**config.mk**
```make
export PLATFORM = sky130hd
export DESIGN_NAME = bcd_serial_adder
export DESIGN_NICKNAME = d
export VERILOG_FILES = /design/src/rtl/bcd_serial_adder.sv
export SDC_FILE = /design/constraint.sdc
export NUM_CORES = 1
export LEC_CHECK = 0
export CAP_MARGIN = 40
export CORE_UTILIZATION = 28
export CTS_CLUSTER_SIZE = 16
export DETAILED_ROUTE_END_ITERATION = 10
export GPL_ROUTABILITY_DRIVEN = 0
export GPL_TIMING_DRIVEN = 0
export PLACE_DENSITY = 0.57
export SLEW_MARGIN = 20
export SYNTH_ARGS = -nofsm -noshare
export SYNTH_HDL_FRONTEND = slang
export SYNTH_SLANG_ARGS = --single-unit
```
**constraint.sdc**
```tcl
create_clock -name clk -period 11.6 [get_ports clk]
set_input_delay 1.16 -clock clk [delete_from_list [all_inputs] [get_ports clk]]
set_output_delay 1.16 -clock clk [all_outputs]
set_load 0.05 [all_outputs]
```
**src/rtl/bcd_serial_adder.sv**
```systemverilog
// bcd_serial_adder: multi-digit packed-BCD adder, one decimal digit per clock,
// least-significant digit first, with a start/busy/done handshake.
// Optional build macro: BCD_CHECK_EN -- flags operand digits above 9 on err.
module bcd_serial_adder #(
  parameter int DIGITS = 4
) (
  input  logic                  clk,
  input  logic                  rst_n,
  input  logic                  start,
  input  logic [4*DIGITS-1:0]   A,
  input  logic [4*DIGITS-1:0]   B,
  input  logic                  ci,
  output logic                  busy,
  output logic                  done,
  output logic [4*DIGITS-1:0]   s,
  output logic                  co,
  output logic                  err
);

  localparam int IW = (DIGITS > 1) ? $clog2(DIGITS) : 1;

  typedef enum logic [1:0] {
    IDLE,
    ADD,
    DONE
  } state_t;

  state_t                r_state;
  logic [4*DIGITS-1:0]   r_a;
  logic [4*DIGITS-1:0]   r_b;
  logic [4*DIGITS-1:0]   r_s;
  logic [IW-1:0]         r_idx;
  logic                  r_carry;
  logic                  r_co;
  logic                  r_busy;
  logic                  r_done;

  logic [3:0]            w_a_dig;
  logic [3:0]            w_b_dig;
  logic [4:0]            w_t;
  logic [3:0]            w_digit;
  logic                  w_carry;
  logic                  w_last;

  // Select the current operand digits and apply the single-digit BCD add rule
  always_comb begin
    w_a_dig = '0;
    w_b_dig = '0;
    for (int unsigned i = 0; i < DIGITS; i++) begin
      if (r_idx == IW'(i)) begin
        w_a_dig = r_a[4*i +: 4];
        w_b_dig = r_b[4*i +: 4];
      end
    end
    w_t = {1'b0, w_a_dig} + {1'b0, w_b_dig} + {4'b0, r_carry};
    if (w_t > 5'd9) begin
      w_digit = w_t[3:0] + 4'd6;
      w_carry = 1'b1;
    end else begin
      w_digit = w_t[3:0];
      w_carry = 1'b0;
    end
    w_last = (r_idx == IW'(DIGITS - 1));
  end

  // Control FSM with registered handshake outputs, operand latches and sum
  always_ff @(posedge clk or negedge rst_n) begin
    if (!rst_n) begin
      r_state <= IDLE;
      r_a     <= '0;
      r_b     <= '0;
      r_s     <= '0;
      r_idx   <= '0;
      r_carry <= 1'b0;
      r_co    <= 1'b0;
      r_busy  <= 1'b0;
      r_done  <= 1'b0;
    end else begin
      case (r_state)
        IDLE: begin
          r_done <= 1'b0;
          if (start) begin
            r_a     <= A;
            r_b     <= B;
            r_carry <= ci;
            r_idx   <= '0;
            r_busy  <= 1'b1;
            r_state <= ADD;
          end
        end
        ADD: begin
          for (int unsigned i = 0; i < DIGITS; i++) begin
            if (r_idx == IW'(i)) r_s[4*i +: 4] <= w_digit;
          end
          r_carry <= w_carry;
          if (w_last) begin
            // Index wraps to 0 rather than reaching DIGITS
            r_idx   <= '0;
            r_co    <= w_carry;
            r_busy  <= 1'b0;
            r_done  <= 1'b1;
            r_state <= DONE;
          end else begin
            r_idx <= r_idx + 1'b1;
          end
        end
        DONE: begin
          r_done  <= 1'b0;
          r_state <= IDLE;
        end
        default: begin
          r_busy  <= 1'b0;
          r_done  <= 1'b0;
          r_state <= IDLE;
        end
      endcase
    end
  end

`ifdef BCD_CHECK_EN
  logic r_err;
  logic w_bad;

  assign w_bad = (w_a_dig > 4'd9) || (w_b_dig > 4'd9);

  // Sticky invalid-digit flag, cleared when a new operation is accepted
  always_ff @(posedge clk or negedge rst_n) begin
    if (!rst_n) begin
      r_err <= 1'b0;
    end else if (r_state == IDLE && start) begin
      r_err <= 1'b0;
    end else if (r_state == ADD && w_bad) begin
      r_err <= 1'b1;
    end
  end

  assign err = r_err;
`else
  assign err = 1'b0;
`endif

  assign busy = r_busy;
  assign done = r_done;
  assign s    = r_s;
  assign co   = r_co;

endmodule

```
After elaboration in Yosys (flattened, before gate mapping)
Cells that the tools add are included.
Word-level totals
  flip-flop bits (word level): 56
  bits of input ports: 36
  output and inout bits: 20
  word-level logic and storage cells: 59
Operators by class
  add/subtract/negate cells: 4
  order comparisons: 1
  eq/ne operators: 7
  muxes and demuxes: 23
  bitwise logic cells: 1
  reduce and logical (&&, ||, !) cells: 11
Operators with widths (count)
  two-way mux 4 bit: 9
  AND reduction 2 bit: 7
  two-way mux 2 bit: 4
  one-hot mux 2 bit (2 select lines): 2
  == test 2 bit, second input constant: 3
  two-way mux 1 bit: 6
  adder 4 x 4 -> 5 bit: 1
  adder 5 x 1 -> 5 bit: 1
  greater-than comparator 5 x 4 -> 1 bit, second input constant: 1
  adder 4 x 3 -> 4 bit, second input constant: 1
  == test 2 x 1 -> 1 bit, second input constant: 2
  logical NOT 2 bit: 2
  != test 2 bit, second input constant: 2
  one-hot mux 1 bit (3 select lines): 1
  AND reduction 3 bit: 1
  adder 2 x 1 -> 2 bit, second input constant: 1
  one-hot mux 1 bit (2 select lines): 1
  nonzero test 2 bit: 1
  NOT 1 bit: 1

Logic depth before layout (Yosys ltp)
Gate-level depths: netlist of the first run.
  depth after elaboration: 10
  depth in mapped cells: 18
  mapped depth without buffers: 17

Worst setup path after synthesis of the first run
No wires, ideal clock.
  path kind: register to register
  start: register r_idx[0]
  end: register r_s[10], in the netlist s[10]
  setup time: 0.082 ns
  data arrival time: 3.562 ns
  required time: 11.518 ns
  slack: 7.956 ns
  cell stages (with the launch flop): 18
  path buffers: 2
  clock period less this slack: 3.644 ns
  cell sequence: dfrtp_1 inv_1 ha_1 clkbuf_1 clkbuf_1 a21oi_1 nor2_1 a21oi_1 fa_1 fa_1 xnor2_1 inv_1 ha_1 nand2_1 o21ai_2 nor3_1 mux2_4 a22oi_2
On the way
  longest elaborated chain between the ends: 9
  elaborated cells between the ends (all ways): 18
  those cells by class: 3 x add/sub; 1 x order compare; 3 x eq/ne; 9 x mux; 2 x reduce/logical
RTL lines
  from (decl): RTL line 32  | logic [IW-1:0] r_idx;
  from (signal assigned): RTL line 104  | r_idx <= r_idx + 1'b1;
  logical NOT 2 bit: RTL line 50  | if (r_idx == IW'(i)) begin
  two-way mux 4 bit (4 in a row): RTL line 50
  adder 4 x 4 -> 5 bit: RTL line 55  | w_t = {1'b0, w_a_dig} + {1'b0, w_b_dig} + {4'b0, r_carry};
  adder 5 x 1 -> 5 bit: RTL line 55
  adder 4 x 3 -> 4 bit / greater-than comparator 5 x 4 -> 1 bit (equally long branches): RTL line 57, 56
  two-way mux 4 bit: RTL line 56  | if (w_t > 5'd9) begin
  to (signal, indexed assignment): RTL line 93  | if (r_idx == IW'(i)) r_s[4*i +: 4] <= w_digit;
  to (decl): RTL line 31  | logic [4*DIGITS-1:0] r_s;
Parallel ways exist; a longest one is shown, timed or not.
A chain may end at the register's enable or synchronous reset.

Worst setup path in the final report of the first run
  start: register r_idx[1]
  end: register r_s[6], in the netlist s[6]
Same word-level chain as after synthesis.

==> impl_metrics.tcl, run 1 <==
set metrics [dict create \
    slew_viol_final 0 \
    skew_ns 0.00815 \
    worstPathMaxFanout 10 \
    cts.hold.buffers_added 0 \
    grt_pass1_wl_um 10700 \
    ios 56 \
    clock_path_buffers 2 \
    core-area_um2 9420 \
    multi_input_area_um2 1280 \
    die_w_um 102 \
    area_growth_syn_to_layout_pct 29.7 \
    vias 2008 \
    groute.usage.overall 0.134 \
    drc 0 \
    grt_pass1_vias 2110 \
    drt_iter0_drc 60 \
    fin_setup_tns_ns 0 \
    cts_made_buffers 5 \
    post_cts_buffers 0 \
    design_area_um2 3600 \
    synth_top_area_frac 0.505 \
    r2r_cells 18 \
    fin_crit_ns 4.25 \
    dr.pass1.iters 4 \
    antennaDiodeCount 0 \
    rrSetupSlack_ns 7.35 \
    synth_seq_cells 56 \
    worstSetupPathType "reg2reg" \
    crit_path_end_kind "flip-flop" \
    cp.arrival_ns 4.48 \
    synthesis.nets 297 \
    htree_levels 2 \
    final.period_utilization 0.366 \
    final_cell_mix "dfrtp_1 (56), clkdlybuf4s50_1 (53), nand2_1 (37)" \
    final_common_cell "dfrtp_1" \
    max-cap-violations 0 \
    cts_root_buffer "clkbuf_8" \
    drt-total-wl_um 6140 \
    hp-class "reg2reg" \
    holdPathStages 2 \
    required_ns 11.83 \
    cts_resized 0 \
    ys_seq_area_frac 0.505 \
    synth.largest_area_cell "dfrtp_1" \
    rows 35 \
    hp-start "s[5]" \
    hold_viol_final 0 \
    synth.area.top_cells "dfrtp_1 (50%), mux2_1 (11%), nand2_1 (5.0%), a21oi_1 (4.1%), ha_1 (3.6%)" \
    r2r_end "s[6]" \
    placed_area_um2 3500 \
    antenna_found_initial 0 \
    synthCells 251 \
    nFillCells 924 \
    rsz0062_at_grt "no" \
    cts.sinks 56 \
    worstSetupStartpointType "flip-flop" \
    relSlewSlack 0.664 \
    max_freq_mhz 235 \
    grt_start_max_net_pins 57 \
    synth_warnings 0 \
    syn_area_um2 2780 \
    layout.nets 359 \
    clkLatencyLatePin_ns 0.30 \
    die-area_um2 10300 \
    drive_above_1_share 0.109 \
    cts_tree "yes" \
    portBuffers 54 \
    gr-total-overflow 0 \
    initial_core_util 0.295 \
    setup_viol 0 \
    worst_pin_slew_ns 0.502 \
    holdPathEnd "s[5]" \
    syn_area_per_cell_um2 11.1 \
    via_per_inst 4.55 \
    die-height_um 102 \
    hpwlAfterDp_um 4550 \
    seq_area_um2 1400 \
    outcome "finished clean" \
    post_drt_wl_per_cell_um 13.9 \
    regToRegStartpoint "r_idx[1]" \
    synth_cell_types 39 \
    clk_pin_slew_ns 0.10 \
    ant_nets 0 \
]
[how the worst max path moves through the flow]
stage | startpoint | to | slack, ns
global placement | r_idx[0] | s[6] | 7.44
CTS | r_idx[1] | s[6] | 7.34
floorplan | r_idx[0] | s[10] | 7.96
detailed placement | r_idx[1] | s[13] | 7.38
global route | r_idx[1] | s[6] | 6.90
finish | r_idx[1] | s[6] | 7.35
[state kept, by name, indices dropped and copies added, names as in the netlist]
name / cells
s: 16
r_carry: 1
done: 1
r_b: 16
r_state: 2
r_a: 16
co: 1
busy: 1
r_idx: 2
[worst max-delay path: stages, from the launching register on]
cell and delay [ns]:
dfrtp_1 0.43, inv_1 0.09, ha_1 0.29, clkbuf_1 0.43, nand2_1 0.10, a21oi_1 0.17
a21oi_1 0.06, nor2_1 0.11, a21oi_1 0.08, fa_1 0.47, fa_1 0.42, xnor2_1 0.33
inv_1 0.09, ha_1 0.24, nand2_1 0.08, o21ai_2 0.08, nor3_1 0.21, mux2_4 0.36
a22oi_2 0.16
[routing by layer]
layer / part of all wire / vias up / GRT usage
met5: 0 / - / 0
met4: 0.0050 / 0 / 0.0234
met3: 0.046 / 5 / 0.0248
met2: 0.44 / 52 / 0.208
met1: 0.51 / 961 / 0.195
li1: - / 990 / -
[per-stage QoR]
stage               cells  hold WS (ns)  setup WS [ns]   util
floorplan             251         0.458           7.96      -
global placement      434         0.464           7.44  0.370
detailed placement    435         0.467           7.38  0.372
CTS                   441         0.489           7.34  0.383
global route          441         0.508           6.90  0.383
finish                441         0.487           7.35  0.383
[cell type report]
| class | instances | share of cell area |
|---|---|---|
| flip-flops and latches | 56 | 0.389 |
| clock buffers | 5 | 0.0191 |
| clock inverters | 1 | 0.00833 |
| plain buffers | 11 | 0.0139 |
| multi-input cells | 172 | 0.356 |
| well taps | 129 | 0.0448 |
| repair buffers | 55 | 0.157 |
| inverters | 12 | 0.0125 |
[logic make-up after synthesis]
kind of cell    count (synthesis)  synth area share
compound gates                 64             0.155
buf+inv                        23            0.0342
mux                            33             0.135
other cells                     1           0.00135
fa+ha+maj                      10            0.0505
flops                          56             0.505
xor+xnor                        2            0.0131
simple gates                   62             0.106
[synth_stat cells (all sizes together)]
master  count
nand3b      9
a21boi      2
o31a        1
and3b       1
a21o        6
o31ai       1
clkbuf      6
o311a       1
a31oi       1
conb        1
o22ai       1
a22oi       4
a22o        1
nor3        3
and2b       1
o21ai      20
a21oi      23
buf         5
fa          2
dfrtp      56
mux2       33
nor2b       1
nand2b      3
o21bai      1
nor2        7
inv        12
o221ai      1
nand2      37
ha          8
xnor2       2
o21a        1
Power of run 1 is not shown: default switching activity piles up to over one toggle a cycle in this logic, so the estimate is an artifact.
==> inputs of run 2 (changes only) <==
==> constraint.sdc (replaced) <==
create_clock -name clk -period 4.1 [get_ports clk]
set_input_delay 0.41 -clock clk [delete_from_list [all_inputs] [get_ports clk]]
set_output_delay 0.41 -clock clk [all_outputs]
set_load 0.05 [all_outputs]
==> run 2 against run 1 <==
Worst hold slack got worse by 0.40 ns. Clock skew rose by 0.0015 ns. Die area unchanged. Fmax rose by 13%. First-iteration DRC count is 25% lower. Design area grew 1.2%. Largest cell class unchanged. Critical path type unchanged. Flip-flop and latch count stayed put. Cell count stayed put. Worst setup slack worse by 7.0 ns. Non-clock buffer count unchanged.
==> impl_metrics.tcl, run 2 (synthesized netlist as in run 1, its figures left out) <==
set metrics [dict create \
    grt_pass1_wl_um 10700 \
    r2r_cells 17 \
    groute.usage.overall 0.134 \
    cts.sinks 56 \
    area_growth_syn_to_layout_pct 31.3 \
    ant_nets 0 \
    layout.nets 359 \
    setup_viol 0 \
    cts_root_buffer "clkbuf_8" \
    worstPathMaxFanout 9 \
    drive_above_1_share 0.138 \
    cts.hold.buffers_added 0 \
    drt-total-wl_um 6150 \
    drt_iter0_drc 45 \
    portBuffers 54 \
    worst_pin_slew_ns 0.503 \
    hpwlAfterDp_um 4550 \
    antennaDiodeCount 0 \
    final_cell_mix "dfrtp_1 (56), clkdlybuf4s50_1 (53), nand2_1 (37)" \
    cp.arrival_ns 3.94 \
    ios 56 \
    cts_tree "yes" \
    hp-class "in2async" \
    slew_viol_final 0 \
    dr.pass1.iters 4 \
    drc 0 \
    max-cap-violations 0 \
    post_drt_wl_per_cell_um 13.9 \
    clkLatencyLatePin_ns 0.30 \
    r2r_end "s[1]" \
    final.period_utilization 0.916 \
    grt_start_max_net_pins 57 \
    clock_path_buffers 2 \
    die-area_um2 10300 \
    htree_levels 2 \
    nFillCells 919 \
    worstSetupStartpointType "flip-flop" \
    die_w_um 102 \
    rsz0062_at_grt "no" \
    antenna_found_initial 0 \
    skew_ns 0.00962 \
    required_ns 4.29 \
    clk_pin_slew_ns 0.10 \
    rows 35 \
    outcome "finished clean" \
    rrSetupSlack_ns 0.35 \
    die-height_um 102 \
    cts_made_buffers 5 \
    core-area_um2 9420 \
    final_common_cell "dfrtp_1" \
    grt_pass1_vias 2106 \
    fin_crit_ns 3.75 \
    max_freq_mhz 266 \
    worstSetupPathType "reg2reg" \
    final_core_util 0.387 \
    crit_path_end_kind "flip-flop" \
    regToRegStartpoint "r_idx[0]" \
    hold_viol_final 0 \
    relSlewSlack 0.664 \
    vias 2019 \
    initial_core_util 0.295 \
    via_per_inst 4.58 \
    gr-total-overflow 0 \
]
-- run 2: cell types whose count changed in the layout (fill, tap and decap cells not counted), sizes merged --
cell / before / now
buf: 7 / 10
clkbuf: 11 / 8
-- run 2: worst max-delay path by stage --
stage | to | start | depth (start not counted) | slack [ns]
3_3_place_gp | s[6] | r_idx[0] | 17 | -0.06
3_5_place_dp | s[13] | r_idx[1] | 18 | -0.12
6_report | s[1] | r_idx[0] | 17 | 0.35
5_1_grt | s[13] | r_idx[0] | 16 | 0.02
2_1_floorplan | s[10] | r_idx[0] | 17 | 0.46
4_1_cts | s[6] | r_idx[0] | 17 | 0.02
-- run 2: timing repair --
action,4_1_cts,5_1_grt
setup endpoints to repair,12,14
setup buffers,0,2
resized for setup,2,9
pin swaps,0,2
-- run 2: area by class of cell --
type	instances	area [um2]	share of cell area
multi-input combinational	172	1310	0.360
tap	129	161	0.0443
clock inverter	1	30.0	0.00824
buffer	9	47.5	0.0130
inverter	12	45.0	0.0124
clock buffer	5	68.8	0.0189
timing repair buffer	57	581	0.159
sequential	56	1400	0.384
-- run 2: metrics by stage --
stage	hold WS, ns	instances	TNS (ns)	setup WS, ns	instance area, um2
floorplan	0.114	251	0	0.456	2780
global placement	0.464	434	-0.401	-0.0594	3480
detailed placement	0.425	435	-0.896	-0.121	3500
CTS	0.0972	440	0	0.0170	3600
global route	0.0950	441	0	0.0173	3650
finish	0.0886	441	0	0.345	3650
-- run 2: worst max-delay path: stages (launching register included) --
cell and delay, ns:
dfrtp_1 0.46, inv_1 0.12, ha_2 0.31, nand3b_1 0.10
a21oi_1 0.18, a21oi_1 0.06, nor2_1 0.10, a21oi_1 0.07
fa_1 0.47, fa_1 0.44, xnor2_2 0.19, inv_1 0.07
ha_1 0.23, nand2_1 0.08, o21ai_2 0.08, o311a_4 0.36
xnor2_4 0.26, o21ai_2 0.07
-- run 2: routing by layer --
metal	wire length (um)	vias to the layer above	GRT usage
li1	-	992	-
met1	3120	968	0.194
met2	2710	54	0.208
met3	281	5	0.0248
met4	31	0	0.0234
met5	0	-	0
Power of run 2 is left out for the same reason.
